## config.mk

```make
export PLATFORM = sky130hd
export DESIGN_NAME = sparc_ram_loader
export DESIGN_NICKNAME = d
export VERILOG_FILES = /design/src/rtl/sparc_ram_loader.sv
export SDC_FILE = /design/constraint.sdc
export NUM_CORES = 1
export LEC_CHECK = 0
export CORE_MARGIN = 3
export CORE_UTILIZATION = 30
export DETAILED_ROUTE_END_ITERATION = 10
export PLACE_DENSITY = 0.64
export SLEW_MARGIN = 20
export SYNTH_ARGS = -nofsm -noshare
export SYNTH_HDL_FRONTEND = slang
export SYNTH_SLANG_ARGS = --single-unit
```

## constraint.sdc

```tcl
create_clock -name Clk -period 2.5 [get_ports Clk]
set_input_delay 0.25 -clock Clk [delete_from_list [all_inputs] [get_ports Clk]]
set_output_delay 0.25 -clock Clk [all_outputs]
set_load 0.005 [all_outputs]
```

## src/rtl/sparc_ram_loader.sv

```systemverilog
// sparc_ram_loader: byte-stream LOAD/DUMP engine on the SPARC RAM port.
// Optional MOC watchdog and timeout port: define SPARC_RAM_LOADER_TIMEOUT_EN.
module sparc_ram_loader #(
  parameter int ADDR_W = 9,
  parameter int DEPTH  = 512
`ifdef SPARC_RAM_LOADER_TIMEOUT_EN
  ,
  parameter int MOC_TIMEOUT = 15
`endif
) (
  input  logic              Clk,
  input  logic              Clr,
  input  logic              start_load,
  input  logic              start_dump,
  input  logic [ADDR_W-1:0] base_addr,
  input  logic [ADDR_W:0]   dump_len,
  input  logic [7:0]        in_byte,
  input  logic              in_valid,
  input  logic              in_last,
  output logic              in_ready,
  output logic [7:0]        out_byte,
  output logic              out_valid,
  input  logic              out_ready,
  output logic [ADDR_W-1:0] ram_addr,
  output logic [7:0]        ram_wdata,
  output logic              ram_mov,
  output logic              ram_rw,
  output logic [1:0]        ram_type,
  input  logic [7:0]        ram_rdata,
  input  logic              ram_moc,
  output logic              busy,
  output logic              done,
  output logic              overflow,
  output logic [ADDR_W:0]   count
`ifdef SPARC_RAM_LOADER_TIMEOUT_EN
  ,
  output logic              timeout
`endif
);

  typedef enum logic [2:0] {
    S_IDLE,
    S_L_WAIT,
    S_L_MOV,
    S_L_REL,
    S_D_MOV,
    S_D_REL,
    S_D_OUT,
    S_ABORT
  } state_e;

  localparam logic [ADDR_W-1:0] LAST_ADDR = ADDR_W'(DEPTH - 1);
  localparam logic [ADDR_W-1:0] ADDR_ONE  = ADDR_W'(1);
  localparam logic [ADDR_W:0]   CNT_ONE   = (ADDR_W + 1)'(1);

  state_e            state_q, state_d;
  logic [ADDR_W-1:0] addr_q, addr_d;
  logic [ADDR_W:0]   count_q, count_d;
  logic [ADDR_W:0]   len_q, len_d;
  logic [7:0]        wdata_q, wdata_d;
  logic [7:0]        obyte_q, obyte_d;
  logic              last_q, last_d;
  logic              ovf_q, ovf_d;
  logic              done_q, done_d;

`ifdef SPARC_RAM_LOADER_TIMEOUT_EN
  localparam int TMO_W = $clog2(MOC_TIMEOUT + 1);
  localparam logic [TMO_W-1:0] TMO_LAST = TMO_W'(MOC_TIMEOUT - 1);
  localparam logic [TMO_W-1:0] TMO_ONE  = TMO_W'(1);

  logic [TMO_W-1:0]  tmo_q, tmo_d;
  logic              tout_q, tout_d;
`endif

  // Next-state and datapath updates for the transfer sequencer.
  always_comb begin
    state_d = state_q;
    addr_d  = addr_q;
    count_d = count_q;
    len_d   = len_q;
    wdata_d = wdata_q;
    obyte_d = obyte_q;
    last_d  = last_q;
    ovf_d   = ovf_q;
    done_d  = 1'b0;
`ifdef SPARC_RAM_LOADER_TIMEOUT_EN
    tmo_d   = tmo_q;
    tout_d  = tout_q;
`endif
    unique case (state_q)
      S_IDLE: begin
        if (start_load) begin
          state_d = S_L_WAIT;
          addr_d  = base_addr;
          count_d = '0;
          ovf_d   = 1'b0;
`ifdef SPARC_RAM_LOADER_TIMEOUT_EN
          tout_d  = 1'b0;
`endif
        end else if (start_dump) begin
          addr_d  = base_addr;
          len_d   = dump_len;
          count_d = '0;
          ovf_d   = 1'b0;
`ifdef SPARC_RAM_LOADER_TIMEOUT_EN
          tout_d  = 1'b0;
`endif
          if (dump_len != '0) begin
            state_d = S_D_MOV;
          end else begin
            done_d = 1'b1;
          end
        end
      end
      S_L_WAIT: begin
        if (in_valid) begin
          wdata_d = in_byte;
          last_d  = in_last;
          state_d = S_L_MOV;
        end
      end
      S_L_MOV: begin
        if (ram_moc) begin
          state_d = S_L_REL;
        end
      end
      S_L_REL: begin
        if (!ram_moc) begin
          count_d = count_q + CNT_ONE;
          if (last_q) begin
            state_d = S_IDLE;
            done_d  = 1'b1;
          end else if (addr_q == LAST_ADDR) begin
            state_d = S_IDLE;
            ovf_d   = 1'b1;
          end else begin
            addr_d  = addr_q + ADDR_ONE;
            state_d = S_L_WAIT;
          end
        end
      end
      S_D_MOV: begin
        if (ram_moc) begin
          obyte_d = ram_rdata;
          state_d = S_D_REL;
        end
      end
      S_D_REL: begin
        if (!ram_moc) begin
          state_d = S_D_OUT;
        end
      end
      S_D_OUT: begin
        if (out_ready) begin
          count_d = count_q + CNT_ONE;
          if (count_q + CNT_ONE == len_q) begin
            state_d = S_IDLE;
            done_d  = 1'b1;
          end else begin
            addr_d  = (addr_q == LAST_ADDR) ? '0 : addr_q + ADDR_ONE;
            state_d = S_D_MOV;
          end
        end
      end
      S_ABORT: begin
        state_d = S_IDLE;
      end
      default: begin
        state_d = S_IDLE;
      end
    endcase
`ifdef SPARC_RAM_LOADER_TIMEOUT_EN
    // Watchdog: any RAM handshake state held too long is abandoned.
    if (state_d != state_q) begin
      tmo_d = '0;
    end else if (state_q inside {S_L_MOV, S_L_REL, S_D_MOV, S_D_REL}) begin
      if (tmo_q == TMO_LAST) begin
        state_d = S_ABORT;
        tout_d  = 1'b1;
        tmo_d   = '0;
      end else begin
        tmo_d = tmo_q + TMO_ONE;
      end
    end
`endif
  end

  // Sequencer state and status flags.
  always_ff @(posedge Clk or posedge Clr) begin
    if (Clr) begin
      state_q <= S_IDLE;
      count_q <= '0;
      ovf_q   <= 1'b0;
      done_q  <= 1'b0;
      last_q  <= 1'b0;
      len_q   <= '0;
    end else begin
      state_q <= state_d;
      count_q <= count_d;
      ovf_q   <= ovf_d;
      done_q  <= done_d;
      last_q  <= last_d;
      len_q   <= len_d;
    end
  end

  // Address and data holding registers facing the RAM and the stream.
  always_ff @(posedge Clk or posedge Clr) begin
    if (Clr) begin
      addr_q  <= '0;
      wdata_q <= '0;
      obyte_q <= '0;
    end else begin
      addr_q  <= addr_d;
      wdata_q <= wdata_d;
      obyte_q <= obyte_d;
    end
  end

`ifdef SPARC_RAM_LOADER_TIMEOUT_EN
  // MOC watchdog counter and sticky timeout flag.
  always_ff @(posedge Clk or posedge Clr) begin
    if (Clr) begin
      tmo_q  <= '0;
      tout_q <= 1'b0;
    end else begin
      tmo_q  <= tmo_d;
      tout_q <= tout_d;
    end
  end

  assign timeout = tout_q;
`endif

  // RAM strobes decode straight from the state so reset drops them at once.
  assign ram_mov   = (state_q == S_L_MOV) || (state_q == S_D_MOV);
  assign ram_rw    = (state_q == S_D_MOV);
  assign ram_type  = 2'b00;
  assign ram_addr  = addr_q;
  assign ram_wdata = wdata_q;

  assign in_ready  = (state_q == S_L_WAIT);
  assign out_valid = (state_q == S_D_OUT);
  assign out_byte  = obyte_q;
  assign busy      = (state_q != S_IDLE);
  assign done      = done_q;
  assign overflow  = ovf_q;
  assign count     = count_q;

endmodule

```

After elaboration in Yosys (flattened, before gate mapping). Cells that the tools add are included.

Bits in registers: 51. Bits in latches: 0. Memory bits (writable): 0. Memory bits (read-only): 0. Input bits: 43. Output and inout port bits: 44. Logic and storage cells: 87. Memories kept: 0.

Add/sub/neg operators: 2. Multipliers: 0. Div/mod/pow operators: 0. Order comparisons: 0. Equality and inequality tests: 21. Shift operators: 0. Multiplexer cells: 41. Bitwise operators: 1. Reductions and logical operators: 13.

Operator list (count): 9-bit two-way mux (8); 10-bit two-way mux (4); 3-bit two-way mux (10); 10-bit one-hot mux with 3 select lines (1); 9-bit one-hot mux with 3 select lines (1); 3-bit one-hot mux with 8 select lines (1); 2-bit inequality test (second input constant) (8); 1-bit two-way mux (14); 3-bit == test (second input constant) (4); 10-bit by 1-bit adder with 10-bit output (second input constant) (1); 10-bit == test (1); 10-bit nonzero test (1); 9-bit by 1-bit adder with 9-bit output (second input constant) (1); 9-bit == test (second input constant) (1); 8-bit AND reduction (1); 7-bit AND reduction (1); 3-bit by 2-bit == test with 1-bit output (second input constant) (2); 3-bit inequality test (second input constant) (2); 3-bit nonzero test (2); 5-bit AND reduction (1); 2-bit by 1-bit inequality test with 1-bit output (second input constant) (2); 2-bit AND reduction (2); 4-bit AND reduction (1); 3-bit by 1-bit == test with 1-bit output (second input constant) (1); other kinds (7) (7).

Depth between registers and ports, before layout. Gate-level depths: netlist (run 1).

Word-level depth: 5. Mapped depth: 10. Mapped depth without buffers: 10.

Worst setup path before layout (run 1). OpenSTA, ideal clock, no wires.

Path kind: register -> register. Start point: register count_q[1], in the netlist count[1]. End point: register addr_q[0], in the netlist ram_addr[0]. Setup time: 0.125 ns. Arrival time: 2.168 ns. Data required time: 2.375 ns. Slack: 0.207 ns. Stages on the path, launching flop included: 9. Path buffers: 1. Clock period less this slack: 2.293 ns. Cell sequence: dfrtp_1 -> ha_1 -> buf_6 -> and2_1 -> and3_4 -> nor4_4 -> nand4_4 -> o21bai_4 -> mux2_4.

Cells in the longest elaborated chain, start to end: 4.

RTL lines: start: declaration (RTL line 58) `logic [ADDR_W:0] count_q, count_d;`; start signal: assignment (RTL line 199) `count_q <= count_d;`; 10-bit by 1-bit adder with 10-bit output (RTL line 156) `if (count_q + CNT_ONE == len_q) begin`; 10-bit == test (RTL line 156); 2-bit inequality test (no line); 7-bit AND reduction (no line); end signal: assignment (RTL line 214) `addr_q <= addr_d;`; end: declaration (RTL line 57) `logic [ADDR_W-1:0] addr_q, addr_d;`.

No other way between the ends. A chain may end at the register's enable or synchronous reset.

Worst setup path in the final report (run 1).
Start point: register addr_q[0], in the netlist ram_addr[0]. End point: register addr_q[0], in the netlist ram_addr[0].

Cells in the longest elaborated chain, start to end: 5. Elaborated cells on any way between the ends: 11. Classes of those cells: add/sub (1); eq/ne (2); mux (7); reduce/logical (1).

RTL lines: 9-bit by 1-bit adder with 9-bit output or 9-bit == test (tied branches) (RTL line 137, 160, 133); 9-bit two-way mux (on tied branches) (RTL line 160, 133); 9-bit two-way mux (on tied branches) (RTL line 156, 130); 9-bit two-way mux (on tied branches) (RTL line 154, 128); 9-bit one-hot mux with 3 select lines (RTL line 90) `unique case (state_q)`.

Parallel ways exist; a longest one is shown, timed or not. The select of a mux whose other input is x is not followed.

==> results.py, run 1 <==
metrics = {
    "pwr": {
        "vdd_drop_max_uv": 471,
        "power.density_nw_per_um2": 1130,
        "power_mw": 4.69,
        "p_leak_nw": 1.67,
    },
    "clocking": {
        "cts-root-buf": "clkbuf_8",
        "cts_tree": "yes",
        "numCtsBuffers": 5,
        "insertion_delay_ns": 0.30,
        "cts_max_level": 2,
        "clkTransAtPathRegs_ns": 0.10,
        "clock_path_buffers": 2,
        "clock-sinks": 51,
    },
    "detailed_routing": {
        "vias": 2582,
        "routed_wl_um": 7600,
        "wl_per_cell_um": 14.6,
        "drtAntennaViolNets": 0,
        "drtIter0Drc": 105,
        "wl_met1_um": 3340,
        "post-route-drc-count": 0,
        "met2_length_um": 3740,
        "wl_met3_um": 496,
        "highest-signal-layer": "met4",
        "firstDrtPassIters": 4,
        "via_per_inst": 4.97,
    },
    "logic_synthesis": {
        "netlist_area_sq_um": 3000,
        "ys_async_sr_fraction_pct": 100,
        "synth_enable_flop_cells": 0,
        "avgSynthCellArea_sq_um": 10.1,
        "synthDistinctLibCells": 56,
        "synth_seq_cells": 51,
        "synthFlopType": "dfrtp_1",
        "syn_inst": 297,
        "ys_warn_count": 0,
        "seq_area_frac_synth_pct": 42.6,
    },
    "layout": {
        "utilization_pct": 43.8,
        "antenna_cells": 0,
        "postLayoutCellArea_sq_um": 4150,
        "drive_above_1_share_pct": 16.9,
        "nets": 435,
        "syn_to_final_growth_pct": 38.3,
    },
    "sta": {
        "hold_violations": 0,
        "setup_viol": 0,
        "drv_slew": 0,
        "fmax_mhz": 432,
        "rsz0062_at_grt": "false",
        "skew_ns": 0.00774,
        "min_period_over_period_pct": 92.6,
        "setup-tns-final_ns": 0,
        "period_needed_ns": 2.32,
        "hold_ws_ns": 0.234,
    },
    "grt": {
        "grt_use_total_pct": 13.1,
        "grt_pass1_wl_um": 12300,
        "antenna_found_initial": 0,
        "grt_start_max_net_pins": 22,
        "overflow": 0,
        "grt_pass1_vias": 2551,
    },
    "placed_design": {
        "place_congestion": 0.845,
        "dp_hpwl_um": 5890,
        "io_buffer_count": 84,
        "place_area_sq_um": 4010,
    },
    "floorplanning": {
        "rows": 35,
        "dieArea_sq_um": 11200,
        "io_pins": 87,
        "core_area_sq_um": 9460,
        "fp.dieH_um": 106,
        "start_util_pct": 31.7,
        "die_w_um": 106,
    },
    "worst_setup_path": {
        "path_class": "flop to flop",
        "slowest_delay_ns": 0.42,
        "critical_path.max_fanout": 8,
        "end_kind": "flop",
        "cp.required_ns": 2.70,
        "arrival_ns": 2.51,
        "cp_slowest_cell": "dfrtp_1",
        "critical_path.cell_chain": "ha_2 -> nand3_1 -> nor2_2 -> and3_1 -> ha_1 -> nor2_1 -> o211ai_1 -> o21bai_4 -> mux2_4",
        "start_kind": "flop",
    },
    "outcome": {
        "status": "completed",
    },
    "job": {
        "drv_cap": 0,
    },
    "hold_path": {
        "hold_path_class": "primary input to asynchronous set/reset pin",
    },
}
-- cell usage after synthesis, drive strengths merged, types with 2 or more instances --
cell type | number | share of area, %
a211o | 2 | 0.58
a21o | 3 | 0.75
a21oi | 10 | 1.7
a31oi | 2 | 0.42
a32oi | 4 | 1.2
and2 | 4 | 0.83
and3 | 5 | 1.2
buf | 12 | 2.6
clkbuf | 3 | 0.38
dfrtp | 51 | 43
ha | 3 | 1.3
inv | 10 | 1.3
mux2 | 32 | 13
nand2 | 19 | 2.4
nand2b | 4 | 0.83
nand3 | 8 | 1.5
nand3b | 5 | 1.3
nand4 | 4 | 1.3
nor2 | 23 | 2.9
nor2b | 6 | 1.3
nor3 | 6 | 1.0
nor4 | 3 | 1.1
o2111ai | 2 | 0.58
o211ai | 3 | 0.75
o21a | 4 | 1.0
o21ai | 25 | 4.2
o2bb2ai | 5 | 1.5
o31ai | 6 | 1.5
o41ai | 2 | 0.58
xnor2 | 8 | 2.3
xor2 | 7 | 2.0
-- metrics by stage --
stage / cells / setup slack (ns)
2_1_floorplan: 298 / 0.207
3_3_place_gp: 509 / 0.225
3_5_place_dp: 509 / 0.190
4_1_cts: 517 / 0.169
5_1_grt: 519 / 0.00155
6_report: 519 / 0.185
-- final timing paths --
kind	slack, ns	cells past startpoint	endpoint	start
worst max-delay path	0.18	9	ram_addr[0]$_DFFE_PP0P_	ram_addr[0]$_DFFE_PP0P_
max in group asynchronous	1.65	3	state_q[2]$_DFFE_PP0P_	Clr
min in group Clk	0.51	1	out_byte[5]$_DFFE_PP0P_	out_byte[5]$_DFFE_PP0P_
worst min-delay path	0.23	2	len_q[2]$_DFFE_PP0P_	Clr
worst min register to register	0.51	1	out_byte[5]$_DFFE_PP0P_	out_byte[5]$_DFFE_PP0P_
worst max register to register	0.18	9	ram_addr[0]$_DFFE_PP0P_	ram_addr[0]$_DFFE_PP0P_
-- cells by family after synthesis --
group / Yosys count / synth area share (%)
other: 1 / 0.125
AND/OR/NAND/NOR: 93 / 17.1
multiplexers: 32 / 12.6
XOR/XNOR: 15 / 4.38
AO/OA/AOI/OAI: 77 / 17.8
adder cells (fa/ha/maj): 3 / 1.25
buffers and inverters: 25 / 4.21
flip-flops: 51 / 42.6
-- cell usage in the layout, fill, tap and decap left out, types with 4 or more instances in the layout --
master,count
a21oi_1,10
a32oi_1,4
and2_1,4
and3_1,4
buf_4,15
clkbuf_8,5
clkdlybuf4s50_1,84
dfrtp_1,51
inv_1,9
mux2_2,27
mux2_4,5
nand2_1,19
nand2b_1,4
nand3_1,7
nand3b_1,5
nor2_1,22
nor2b_1,6
nor3_1,6
o21a_1,4
o21ai_0,22
o2bb2ai_1,5
o31ai_1,6
xnor2_1,8
xor2_1,7
-- state kept, by name (all words and copies together) (netlist names) --
| signal | flops |
|---|---|
| state_q | 3 |
| out_byte | 8 |
| last_q | 1 |
| len_q | 10 |
| overflow | 1 |
| count | 10 |
| ram_addr | 9 |
| done | 1 |
| ram_wdata | 8 |
-- layout make-up --
type	instances	area, sq um
fillers	958	5310
multi-input cells	222	1610
flip-flops and latches	51	1280
repair buffers	99	953
well taps	129	161
clock buffers	5	68.8
clock inverters	3	43.8
inverters	10	37.5
-- routing by layer --
| metal | vias to the layer above | track usage (%) |
|---|---|---|
| met1 | 1246 | 16.5 |
| li1 | 1263 | - |
| met2 | 70 | 22.7 |
| met5 | - | 0 |
| met3 | 3 | 3.95 |
| met4 | 0 | 1.94 |
-- critical path, delay by kind of cell, from the launching register on --
kind            cells  cell delay (ns)
fa+ha+maj           2             0.42
flops               1             0.42
mux                 1             0.33
compound gates      2             0.45
simple gates        4             0.59
-- power by group --
group	switching, mW	internal, mW	leakage, nW
clock	0.285	0.299	0.0581
combinational	1.16	1.47	0.974
sequential	0.305	1.17	0.635
-- repair_timing --
action | CTS | global route
setup buffers | 0 | 2
hold buffers | 0 | 0
gates resized for setup | 0 | 4
endpoints found under the setup margin | 0 | 9
(Power assumes the default switching activity.)
==> run 2: changes to the inputs <==
CTS_BUF_LIST = sky130_fd_sc_hd__clkbuf_8   (was default)
==> results of run 2 <==
No change in the layout: final DEF, timing and power equal those of run 1.
==> run 3: changes to the inputs <==
==> constraint.sdc (replaced) <==
create_clock -name Clk -period 2.76 [get_ports Clk]
set_input_delay 0.276 -clock Clk [delete_from_list [all_inputs] [get_ports Clk]]
set_output_delay 0.276 -clock Clk [all_outputs]
set_load 0.02 [all_outputs]
==> run 3 against run 2 <==
Net effect: fmax fell by 9.8%; hold slack lost 0.0073 ns; critical path depth down 2; non-clock buffer count shrank 7; clock skew is 0.0021 ns lower; sequential share of layout area increased by 0.57 points; final area shrank 1.8%.
==> results.py, run 3 (same netlist as run 1, synthesis figures left out) <==
metrics = {
    "sta": {
        "setup_viol": 0,
        "drv_slew": 0,
        "rsz0062_at_grt": "false",
        "skew_ns": 0.00563,
        "min_period_over_period_pct": 93.0,
        "maxSlewHeadroom_pct": 54.9,
        "worst_pin_slew_ns": 0.669,
        "setup_ws_ns": 0.193,
        "setup-tns-final_ns": 0,
        "fmax_mhz": 389,
        "period_needed_ns": 2.57,
        "hold_violations": 0,
    },
    "detailed_routing": {
        "wl_per_cell_um": 15.0,
        "firstDrtPassIters": 4,
        "post-route-drc-count": 0,
        "via_per_inst": 5.08,
        "drtIter0Drc": 106,
        "routed_wl_um": 7670,
        "drtAntennaViolNets": 0,
        "vias": 2599,
    },
    "clocking": {
        "cts_tree": "yes",
        "cts_hold_buf": 0,
        "numCtsBuffers": 5,
        "cts_max_level": 2,
        "clock-sinks": 51,
        "cts-root-buf": "clkbuf_8",
        "clkTransAtPathRegs_ns": 0.10,
        "clock_path_buffers": 2,
        "insertion_delay_ns": 0.31,
    },
    "worst_setup_path": {
        "start_kind": "flop",
        "cp_slowest_cell": "dfrtp_1",
        "worstRegToRegCells": 7,
        "crit_start": "count[1]$_DFFE_PP0P_",
        "arrival_ns": 2.76,
        "crit_end": "ram_addr[8]$_DFFE_PP0P_",
        "critical_path.max_fanout": 11,
        "end_kind": "flop",
        "crit_family": "compound AO/OA/AOI/OAI gates",
        "slowest_delay_ns": 0.47,
        "r2r-start": "count[1]$_DFFE_PP0P_",
        "critPathBufInv": 0,
        "r2r_setup_slack_ns": 0.19,
        "cp.required_ns": 2.96,
        "path_class": "flop to flop",
        "cp_num_cells": 7,
        "r2r_end": "ram_addr[8]$_DFFE_PP0P_",
        "critical_path.cell_chain": "ha_1 -> and2b_1 -> nand3_1 -> a211o_1 -> a32o_2 -> o21bai_4 -> mux2_4",
    },
    "floorplanning": {
        "io_pins": 87,
        "dieArea_sq_um": 11200,
        "fp.dieH_um": 106,
        "core_area_sq_um": 9460,
        "start_util_pct": 31.7,
        "die_w_um": 106,
        "rows": 35,
    },
    "placed_design": {
        "io_buffer_count": 84,
        "place_congestion": 0.831,
        "dp_hpwl_um": 5880,
        "dp_slack_ns": 0.227,
    },
    "outcome": {
        "status": "completed",
    },
    "job": {
        "drv_cap": 0,
    },
    "grt": {
        "antenna_found_initial": 0,
        "grt_start_max_net_pins": 21,
        "grt_use_total_pct": 13.4,
        "overflow": 0,
        "grt_pass1_wl_um": 12500,
        "grt_pass1_vias": 2538,
    },
    "layout": {
        "nets": 428,
        "final_common_cell": "clkdlybuf4s50_1",
        "final_cell_mix": "clkdlybuf4s50_1, dfrtp_1, mux2_2, o21ai_0, nor2_1",
        "drive_above_1_share_pct": 14.6,
        "antenna_cells": 0,
        "syn_to_final_growth_pct": 35.8,
    },
    "hold_path": {
        "hold_path_class": "primary input to asynchronous set/reset pin",
    },
    "pwr": {
        "p_leak_nw": 1.63,
        "vdd_drop_max_uv": 498,
        "power.density_nw_per_um2": 1080,
    },
}
-- run 3: through the flow --
stage	hold WS, ns	instances	power, mW	area (sq um)	util, %
after floorplan	0.393	298	3.01	3000	-
after global placement	0.489	503	3.88	3970	42.0
after detailed placement	0.495	503	3.93	3970	42.0
after CTS	0.236	511	4.40	4060	43.0
after global routing	0.246	512	4.72	4070	43.0
final	0.227	512	4.39	4070	43.0
-- run 3: repair_timing --
item                                    4_1_cts  5_1_grt
buffers inserted                              0        1
resized for setup                             0        0
endpoints found under the setup margin        0        5
hold endpoints to repair                      0        0
-- run 3: cell type report --
cell class	instances	area, sq um
tap	129	161
clock buffer	6	82.6
inverter	10	37.5
timing repair buffer	92	901
sequential	51	1280
clock inverter	2	12.5
multi-input combinational	222	1600
fill	942	5390
-- run 3: worst min-delay path by stage --
stage                                   startpoint                        to
after detailed placement  ram_wdata[6]$_DFFE_PP0P_  ram_wdata[6]$_DFFE_PP0P_
after global routing                           Clr  ram_wdata[7]$_DFFE_PP0P_
final                                          Clr  ram_wdata[7]$_DFFE_PP0P_
after floorplan                          out_ready            done$_DFF_PP0_
after global placement    ram_wdata[3]$_DFFE_PP0P_  ram_wdata[3]$_DFFE_PP0P_
after CTS                                      Clr  ram_wdata[7]$_DFFE_PP0P_
-- run 3: report_power, final --
part	internal (mW)	total, mW	switching (mW)
logic	1.27	2.55	1.28
registers	1.06	1.37	0.310
clock network	0.203	0.461	0.259
-- run 3: routing by layer --
metal | GRT usage (%) | up-vias | share of wire (%)
li1 | - | 1250 | -
met1 | 17.0 | 1251 | 44
met2 | 22.6 | 89 | 47
met3 | 3.95 | 9 | 7.4
met4 | 2.87 | 0 | 1.0
met5 | 0 | - | 0
